--- src/rtl/bidir_bus_arbiter.sv ---
// Round-robin owner sequencer for a shared tristate pad bus with keeper.
// Owners get write (drive) or read (sample) bursts, separated by released turnaround cycles.
module bidir_bus_arbiter #(
    parameter int NREQ    = 4,
    parameter int WIDTH   = 8,
    parameter int TA      = 1,
    parameter int MAXHOLD = 16
) (
    input  logic                    CLK,
    input  logic                    RSTN,
    input  logic [NREQ-1:0]         REQ,
    input  logic [NREQ-1:0]         WR,
    input  logic [NREQ*WIDTH-1:0]   WDATA,
    output logic [NREQ-1:0]         GNT,
    output logic [WIDTH-1:0]        RDATA,
    output logic                    RVALID,
    output logic                    BUSY,
    output logic [WIDTH-1:0]        I,
    output logic                    T,
    input  logic [WIDTH-1:0]        O
);

    localparam int IW = (NREQ > 1) ? $clog2(NREQ) : 1;

    typedef enum logic [1:0] {IDLE, OWN, TURN} state_t;

    state_t            state, state_nx;
    logic [IW-1:0]     rr, rr_nx, own, own_nx, sel;
    logic              found;
    logic              dir, dir_nx;
    logic [7:0]        cnt, cnt_nx;
    logic [2:0]        tcnt, tcnt_nx;
    logic [NREQ-1:0]   gnt_nx;
    logic [WIDTH-1:0]  i_nx;
    logic              t_nx;

    // First requester at or above the rr pointer, wrapping.
    always_comb begin
        found = 1'b0;
        sel   = '0;
        for (int j = 0; j < NREQ; j++) begin
            if (!found && REQ[(int'(rr) + j) % NREQ]) begin
                found = 1'b1;
                sel   = IW'((int'(rr) + j) % NREQ);
            end
        end
    end

    always_comb begin
        state_nx = state;
        rr_nx    = rr;
        own_nx   = own;
        dir_nx   = dir;
        cnt_nx   = cnt;
        tcnt_nx  = tcnt;
        gnt_nx   = GNT;
        i_nx     = I;
        t_nx     = T;
        case (state)
            IDLE: begin
                if (found) begin
                    gnt_nx      = '0;
                    gnt_nx[sel] = 1'b1;
                    own_nx      = sel;
                    dir_nx      = WR[sel];
                    cnt_nx      = 8'd1;
                    rr_nx       = IW'((int'(sel) + 1) % NREQ);
                    state_nx    = OWN;
                    if (WR[sel]) begin
                        t_nx = 1'b0;
                        i_nx = WDATA[int'(sel)*WIDTH +: WIDTH];
                    end
                end
            end
            OWN: begin
                // I keeps its last value on release so the keeper sees no glitch.
                if (!REQ[own] || cnt >= 8'(MAXHOLD)) begin
                    gnt_nx = '0;
                    t_nx   = 1'b1;
                    if (TA > 0) begin
                        state_nx = TURN;
                        tcnt_nx  = 3'(TA);
                    end else begin
                        state_nx = IDLE;
                    end
                end else begin
                    cnt_nx = cnt + 8'd1;
                    if (dir) i_nx = WDATA[int'(own)*WIDTH +: WIDTH];
                end
            end
            TURN: begin
                if (tcnt <= 3'd1) state_nx = IDLE;
                else              tcnt_nx  = tcnt - 3'd1;
            end
            default: state_nx = IDLE;
        endcase
    end

    always_ff @(posedge CLK or negedge RSTN) begin
        if (!RSTN) begin
            state  <= IDLE;
            rr     <= '0;
            own    <= '0;
            dir    <= 1'b0;
            cnt    <= '0;
            tcnt   <= '0;
            GNT    <= '0;
            I      <= '0;
            T      <= 1'b1;
            RDATA  <= '0;
            RVALID <= 1'b0;
            BUSY   <= 1'b0;
        end else begin
            state  <= state_nx;
            rr     <= rr_nx;
            own    <= own_nx;
            dir    <= dir_nx;
            cnt    <= cnt_nx;
            tcnt   <= tcnt_nx;
            GNT    <= gnt_nx;
            I      <= i_nx;
            T      <= t_nx;
            BUSY   <= (state_nx != IDLE);
            // A read owner is sampled on every edge it held the grant, release edge included.
            if ((|GNT) && !dir) begin
                RDATA  <= O;
                RVALID <= 1'b1;
            end else begin
                RVALID <= 1'b0;
            end
        end
    end

endmodule

--- config.mk ---
export PLATFORM = sky130hd
export DESIGN_NAME = bidir_bus_arbiter
export DESIGN_NICKNAME = d
export VERILOG_FILES = /design/src/rtl/bidir_bus_arbiter.sv
export SDC_FILE = /design/constraint.sdc
export NUM_CORES = 1
export LEC_CHECK = 0
export ABC_AREA = 1
export BUFFER_PORTS_ARGS = -buffer_cell sky130_fd_sc_hd__buf_2
export CAP_MARGIN = 20
export CORE_UTILIZATION = 50
export CTS_CLUSTER_DIAMETER = 50
export DETAILED_ROUTE_END_ITERATION = 6
export GPL_ROUTABILITY_DRIVEN = 0
export MAX_ROUTING_LAYER = met4
export PLACE_DENSITY = 0.89
export SYNTH_ARGS = -nofsm -noshare
export SYNTH_HDL_FRONTEND = slang
export SYNTH_SLANG_ARGS = --single-unit
--- constraint.sdc ---
create_clock -name CLK -period 2.65 [get_ports CLK]
set_clock_uncertainty 0.05 [all_clocks]
set_input_delay 0.1325 -clock CLK [delete_from_list [all_inputs] [get_ports CLK]]
set_output_delay 0.1325 -clock CLK [all_outputs]
set_load 0.1 [all_outputs]
**After elaboration in Yosys (flattened, before gate mapping)**

Index checks and enable logic that the tools add are counted.

- Multipliers: 0
- Magnitude comparators: 9
- Reduce and logical (&&, ||, !) cells: 25
- Divide/modulo/power cells: 0
- Mux-type cells: 48
- Eq/ne operators: 8
- $add $sub $neg: 6
- Bitwise logic cells: 3
- Shift-type cells: 2

Operators with widths:

| kind | number |
|---|---|
| variable part select 32 x 6 -> 8 bit | 2 |
| 2-to-1 mux 8 bit | 6 |
| one-hot mux 8 bit (2 select lines) | 2 |
| 2-to-1 mux 1 bit | 18 |
| 2-to-1 mux 2 bit | 7 |
| binary-select mux 1 bit (select 2 bit) | 6 |
| less-than comparator 3 x 4 -> 1 bit (second input constant) | 3 |
| inequality test 2 bit (second input constant) | 6 |
| less-than comparator 2 x 3 -> 1 bit (second input constant) | 3 |
| AND reduction 3 bit | 3 |
| adder 8 x 1 -> 8 bit (second input constant) | 1 |
| greater-or-equal comparator 8 x 5 -> 1 bit (second input constant) | 1 |
| 2-to-1 mux 4 bit | 2 |
| one-hot mux 4 bit (2 select lines) | 1 |
| 2-to-1 mux 3 bit | 2 |
| one-hot mux 2 bit (3 select lines) | 1 |
| one-hot mux 3 bit (2 select lines) | 1 |
| nonzero test 2 bit | 3 |
| OR reduction 2 bit | 3 |
| logical AND 1 bit | 5 |
| zero test 1 bit | 5 |
| AND reduction 5 bit | 1 |
| adder 2 x 1 -> 2 bit (second input constant) | 2 |
| adder 2 bit (second input constant) | 2 |
| 13 further kinds | 15 |

- Memories kept: 0
- Bits of input ports: 50
- Register bits: 41
- RAM bits: 0
- Word-level logic and storage cells: 113
- Bits in latches: 0
- ROM bits: 0
- Output and inout port bits: 23

**Logic depth before layout (Yosys ltp)**

- Depth in word-level cells: 20
- Mapped depth: 17
- Depth with buffers taken out: 16

**Least setup slack after synthesis**

OpenSTA, ideal clock, no wires.

- Kind: reg-to-reg
- Start point: register GNT[3]
- End point: register RDATA[0]
- Period minus slack after synthesis: 2.112 ns
- Arrival: 1.940 ns
- Stages on the path, launching flop included: 6
- Required time: 2.478 ns
- Path buffers: 0
- Path slack: 0.538 ns
- Library setup time: 0.122 ns
- Cells stage by stage: dfrtp_1 > inv_1 > a41oi_1 > inv_1 > nand2_1 > nand2_1

- Word-level cells in the longest chain between the ends: 2

Ends and longest elaborated chain:

| what | RTL line | text |
|---|---|---|
| from (decl) | 14 | `output logic [NREQ-1:0] GNT,` |
| from (signal assigned) | 120 | `GNT <= gnt_nx;` |
| OR reduction 4 bit | 125 | `if ((\|GNT) && !dir) begin` |
| logical AND 1 bit | 125 |  |
| to (signal assigned) | 110 | `RDATA <= '0;` |
| to (signal assigned) | 126 | `RDATA <= O;` |
| to (decl) | 15 | `output logic [WIDTH-1:0] RDATA,` |

Every way passes these cells.
A chain may end at the register's enable or synchronous reset.

**Worst setup path after layout**

- Start point: register rr[0]
- End point: register I[6]

- Word-level cells in the longest chain between the ends: 16
- Elaborated cells between the ends (all ways): 37
- Classes of those cells: add/sub: 3; eq/ne: 2; shift: 1; mux: 24; reduce/logical: 7

Ends and longest elaborated chain:

| what | RTL line | text |
|---|---|---|
| from (decl) | 28 | `logic [IW-1:0] rr, rr_nx, own, own_nx, sel;` |
| from (signal assigned) | 115 | `rr <= rr_nx;` |
| adder 2 x 1 -> 2 bit or binary-select mux 1 bit (select 2 bit) (tied branches) | 42, 44 |  |
| binary-select mux 1 bit (select 2 bit) or 2-to-1 mux 1 bit (tied branches) | 42 | `if (!found && REQ[(int'(rr) + j) % NREQ]) begin` |
| 2-to-1 mux 1 bit (not written as such) | 42 |  |
| 2-to-1 mux 1 bit (not written as such) or zero test 1 bit (tied branches) | 42 |  |
| logical AND 1 bit | 42 |  |
| 2-to-1 mux 1 bit | 42 |  |
| zero test 1 bit | 42 |  |
| logical AND 1 bit | 42 |  |
| 2-to-1 mux 1 bit | 42 |  |
| zero test 1 bit | 42 |  |
| logical AND 1 bit | 42 |  |
| 2-to-1 mux 2 bit | 42 |  |
| variable part select 32 x 6 -> 8 bit or binary-select mux 1 bit (select 2 bit) (tied branches) | 71, 69 |  |
| 2-to-1 mux 8 bit or 2-to-1 mux 1 bit (tied branches) | 69 | `if (WR[sel]) begin` |
| 2-to-1 mux 8 bit or inequality test 2 bit (tied branches) | -- |  |
| one-hot mux 8 bit (2 select lines) or AND reduction 5 bit (tied branches) | -- |  |
| to (signal assigned) | 121 | `I <= i_nx;` |
| to (decl) | 18 | `output logic [WIDTH-1:0] I,` |

Parallel ways exist; a longest one is shown, timed or not. The select of a mux whose other input is x is not followed.

==> impl_results.html <==
<table>
<tr><th>Metric</th><th>Value</th></tr>
<tr><th colspan="2">CTS</th></tr>
<tr><td>Post-CTS setup buffer count</td><td>0</td></tr>
<tr><td>TritonCTS clock tree</td><td>yes</td></tr>
<tr><td>Max Buffers Root-to-Sink</td><td>2</td></tr>
<tr><td>Number of buffers inserted by hold repair at cts</td><td>8</td></tr>
<tr><td>Worst skew pair latency</td><td>0.30 ns</td></tr>
<tr><td>Clk Tree Root Cell</td><td>sky130_fd_sc_hd__clkbuf_8</td></tr>
<tr><td>TritonCTS Sinks</td><td>41</td></tr>
<tr><td>Post-cts resize count</td><td>0</td></tr>
<tr><td>Clk slew on worst S/H paths</td><td>0.08 ns</td></tr>
<tr><td>Number of buffers added by the clock tree synthesis step</td><td>5</td></tr>
<tr><td>CTS H-tree lvls</td><td>2</td></tr>
<tr><th colspan="2">Placed design</th></tr>
<tr><td>Half-perimeter wire length after detailed placement</td><td>4600 µm</td></tr>
<tr><td>Post-detailed-placement cell area</td><td>3060 µm²</td></tr>
<tr><td>Buffers on Ports</td><td>72</td></tr>
<tr><th colspan="2">Drt</th></tr>
<tr><td>Sum of routed wire length over all layers</td><td>6110 µm</td></tr>
<tr><td>Post-detailed-route wirelength per cell</td><td>11.8 µm</td></tr>
<tr><td>Vias</td><td>2574</td></tr>
<tr><td>Detailed router's first-iteration violation count</td><td>194</td></tr>
<tr><td>Total DRC errors in the routed layout</td><td>0</td></tr>
<tr><td>First-pass iteration count of the detailed router</td><td>5</td></tr>
<tr><td>Via count normalized by instance count</td><td>4.99</td></tr>
<tr><td>Antenna Nets Post-Route</td><td>0</td></tr>
<tr><th colspan="2">Logic synthesis</th></tr>
<tr><td>Synth cell count leaders</td><td>sky130_fd_sc_hd__nand2_1 (106), sky130_fd_sc_hd__nand3_1 (67), sky130_fd_sc_hd__inv_1 (65)</td></tr>
<tr><td>Post-synthesis instance total</td><td>364</td></tr>
<tr><td>Area share of the largest cell type after synthesis</td><td>37.8%</td></tr>
<tr><td>Number of distinct standard cells referenced by the synthesized netlist</td><td>32</td></tr>
<tr><td>Area of the mapped netlist</td><td>2650 µm²</td></tr>
<tr><td>Mean instance size in the synthesized netlist</td><td>7.28 µm²</td></tr>
<tr><td>Most common flop cell mapped by yosys</td><td>sky130_fd_sc_hd__dfrtp_1</td></tr>
<tr><td>Most common cell in the synthesized netlist</td><td>sky130_fd_sc_hd__nand2_1</td></tr>
<tr><td>Largest area contributor in the synthesized netlist</td><td>sky130_fd_sc_hd__dfrtp_1</td></tr>
<tr><td>Count of synthesis-stage warnings from yosys</td><td>0</td></tr>
<tr><td>FFs w/ async S/R, synth</td><td>100%</td></tr>
<tr><td>Net Count, Synth</td><td>421</td></tr>
<tr><td>Post-synth EDFFs</td><td>0</td></tr>
<tr><td>Seq/Total Area, Yosys</td><td>38.7%</td></tr>
<tr><td>Flip-flop and latch count after synthesis</td><td>41</td></tr>
<tr><td>Synth top area cells</td><td>sky130_fd_sc_hd__dfrtp_1 (38%), sky130_fd_sc_hd__nand2_1 (15%), sky130_fd_sc_hd__nand3_1 (13%), sky130_fd_sc_hd__inv_1 (9.2%), sky130_fd_sc_hd__ha_1 (3.3%)</td></tr>
<tr><th colspan="2">Timing</th></tr>
<tr><td>Number of hold violations in the final report</td><td>0</td></tr>
<tr><td>Setup_tns</td><td>0 ns</td></tr>
<tr><td>Final count of pins violating max slew</td><td>0</td></tr>
<tr><td>Setup repair after global routing missed its margin</td><td>false</td></tr>
<tr><td>Upper clock frequency limit</td><td>437 MHz</td></tr>
<tr><td>Slew HR</td><td>41.1%</td></tr>
<tr><td>Tightest Pin Transition</td><td>0.884 ns</td></tr>
<tr><td>Period minus WS final</td><td>2.29 ns</td></tr>
<tr><td>Count of endpoints failing setup in the final report</td><td>0</td></tr>
<tr><td>Period Utilization, post-route</td><td>86.4%</td></tr>
<tr><th colspan="2">GRT</th></tr>
<tr><td>Number of antenna violations at the first check in global routing</td><td>0</td></tr>
<tr><td>First-pass GRT wire length</td><td>9830 µm</td></tr>
<tr><td>Global-route congestion overflow total</td><td>0</td></tr>
<tr><td>Number of global-route vias before repair</td><td>2300</td></tr>
<tr><td>Pin count of the biggest net entering global routing</td><td>42</td></tr>
<tr><td>All-layer global routing usage</td><td>23.7%</td></tr>
<tr><th colspan="2">Layout</th></tr>
<tr><td>Core occupancy in the finished layout</td><td>63.5%</td></tr>
<tr><td>Net count of the finished layout</td><td>502</td></tr>
<tr><td>Share of cells above drive strength 1</td><td>25.8%</td></tr>
<tr><td>Filler instances</td><td>436</td></tr>
<tr><td>Post-synthesis to final-layout area growth</td><td>22.3%</td></tr>
<tr><td>Post-Layout Inst Area</td><td>3240 µm²</td></tr>
<tr><td>Diodes inserted</td><td>0</td></tr>
<tr><th colspan="2">Floorplan</th></tr>
<tr><td>Cell Rows</td><td>26</td></tr>
<tr><td>Ports</td><td>73</td></tr>
<tr><td>Core Footprint</td><td>5110 µm²</td></tr>
<tr><td>Y dimension of the die</td><td>74.8 µm</td></tr>
<tr><td>Die Span X</td><td>74.8 µm</td></tr>
<tr><td>Initial core utilization</td><td>51.9%</td></tr>
<tr><td>Total Die Area</td><td>5600 µm²</td></tr>
<tr><th colspan="2">Worst hold path</th></tr>
<tr><td>Worst hold start</td><td>O[7]</td></tr>
<tr><td>Hold Path Sink</td><td>RDATA[7]</td></tr>
<tr><td>Depth of the worst hold-timing path</td><td>3</td></tr>
<tr><td>HP Class</td><td>input pin to flop</td></tr>
<tr><th colspan="2">Setup path</th></tr>
<tr><td>Family of cells with the greatest summed delay on the critical path</td><td>simple AND/OR/NAND/NOR gates</td></tr>
<tr><td>Cell type of the slowest stage on the worst timing path</td><td>sky130_fd_sc_hd__dfrtp_1</td></tr>
<tr><td>Worst reg-to-reg setup slack</td><td>0.36 ns</td></tr>
<tr><td>Crit path buf inv count</td><td>2</td></tr>
<tr><td>Required time of the worst setup path</td><td>2.79 ns</td></tr>
<tr><td>Delay contributed by the slowest stage of the critical path</td><td>0.55 ns</td></tr>
<tr><td>Register-to-Register Path Depth</td><td>13</td></tr>
<tr><td>Type of the worst setup path</td><td>flop to flop</td></tr>
<tr><td>Peak fanout along the critical path</td><td>11</td></tr>
<tr><td>End of the worst register-to-register path</td><td>I[6]</td></tr>
<tr><td>Startpoint of the worst-slack reg-to-reg timing path</td><td>rr[0]</td></tr>
<tr><td>Crit path arrival time</td><td>2.43 ns</td></tr>
<tr><td>Cells along the critical path</td><td>inv_2 &gt; nand2_1 &gt; nand2_4 &gt; nor2_2 &gt; nor2_2 &gt; nand3_4 &gt; nand2_4 &gt; o21ai_4 &gt; inv_4 &gt; a21oi_4 &gt; nand2_4 &gt; nand2_1 &gt; nand2_1</td></tr>
<tr><td>Total stage count of the critical path</td><td>13</td></tr>
<tr><td>Worst Setup Start Kind</td><td>flop</td></tr>
<tr><td>CP endpoint kind</td><td>flop</td></tr>
<tr><th colspan="2">Run</th></tr>
<tr><td>Max-cap violation count</td><td>0</td></tr>
<tr><th colspan="2">Status</th></tr>
<tr><td>Outcome</td><td>finished clean</td></tr>
</table>
stage by stage:
stage | hold WS, ns | instances | setup slack [ns]
global route | 0.00169 | 516 | 0.122
detailed placement | 0.248 | 500 | 0.383
CTS | 0.00502 | 516 | 0.378
floorplan | -0.213 | 364 | 0.538
finish | 0.00775 | 516 | 0.361
global placement | 0.252 | 500 | 0.469
worst reg2reg max path, delay by kind of cell (launching register included):
family,cells,cell delay [ns]
AND/OR/NAND/NOR,9,0.92
flip-flops,1,0.55
AO/OA/AOI/OAI,2,0.43
buffers and inverters,2,0.24
sequential cells by signal (all words and copies together), names as in the netlist:
signal	count
BUSY	1
GNT	4
I	8
RDATA	8
RVALID	1
T	1
cnt	8
dir	1
own	2
rr	2
state	2
tcnt	3
how the worst max path moves through the flow:
stage | start | slack [ns] | to
CTS | rr[0] | 0.38 | I[6]
floorplan | GNT[3] | 0.54 | RDATA[0]
global placement | rr[0] | 0.47 | I[3]
detailed placement | rr[0] | 0.38 | I[6]
finish | rr[0] | 0.36 | I[6]
global route | rr[0] | 0.12 | I[6]
layout make-up:
cell class                      instances  area, µm²  area share, %
Multi-Input combinational cell        245       1310           40.3
Clock inverter                          1       8.76          0.270
Sequential cell                        41       1030           31.7
Inverter                               71        269           8.29
Timing Repair Buffer                   81        448           13.8
Tap cell                               70       87.6           2.70
Clock buffer                            7       96.3           2.97
placed cells by master (no fill, tap or decap), types with 2 or more instances in the layout:
master | synthesis | layout
sky130_fd_sc_hd__buf_2 | 0 | 72
sky130_fd_sc_hd__nand2_2 | 7 | 7
sky130_fd_sc_hd__dfrtp_1 | 40 | 40
sky130_fd_sc_hd__nand2_4 | 7 | 7
sky130_fd_sc_hd__inv_1 | 65 | 65
sky130_fd_sc_hd__nand3_2 | 4 | 4
sky130_fd_sc_hd__o21ai_0 | 13 | 13
sky130_fd_sc_hd__nand2_1 | 106 | 106
sky130_fd_sc_hd__ha_1 | 7 | 7
sky130_fd_sc_hd__dlygate4sd3_1 | 0 | 8
sky130_fd_sc_hd__nand3_1 | 67 | 67
sky130_fd_sc_hd__a21oi_1 | 6 | 6
sky130_fd_sc_hd__nor2_1 | 10 | 10
sky130_fd_sc_hd__nand3_4 | 3 | 3
sky130_fd_sc_hd__clkbuf_8 | 0 | 7
sky130_fd_sc_hd__nor2_2 | 2 | 2
sky130_fd_sc_hd__inv_2 | 5 | 5
layer usage:
layer	wire length (µm)	part of all wire (%)	track usage (%)
met1	2620	43	29.4
met2	2890	47	38.1
met3	465	7.6	4.15
met4	136	2.2	10.5
met5	0	0	-
logic make-up (layout without fill, tap and decap cells):
family / count (synthesis) / count (layout) / share of synthesized area (%)
AOI/OAI and AO/OA: 26 / 26 / 6.23
xor gates and xnor gates: 1 / 1 / 0.330
adders and majority gates: 7 / 7 / 3.30
buffers and inverters: 78 / 160 / 12.0
DFF: 41 / 41 / 38.7
and+or+nand+nor: 211 / 211 / 39.4
Power is left out: the tool's default activity adds up to more than one toggle a clock period on the data nets, which glitch-free logic cannot reach.
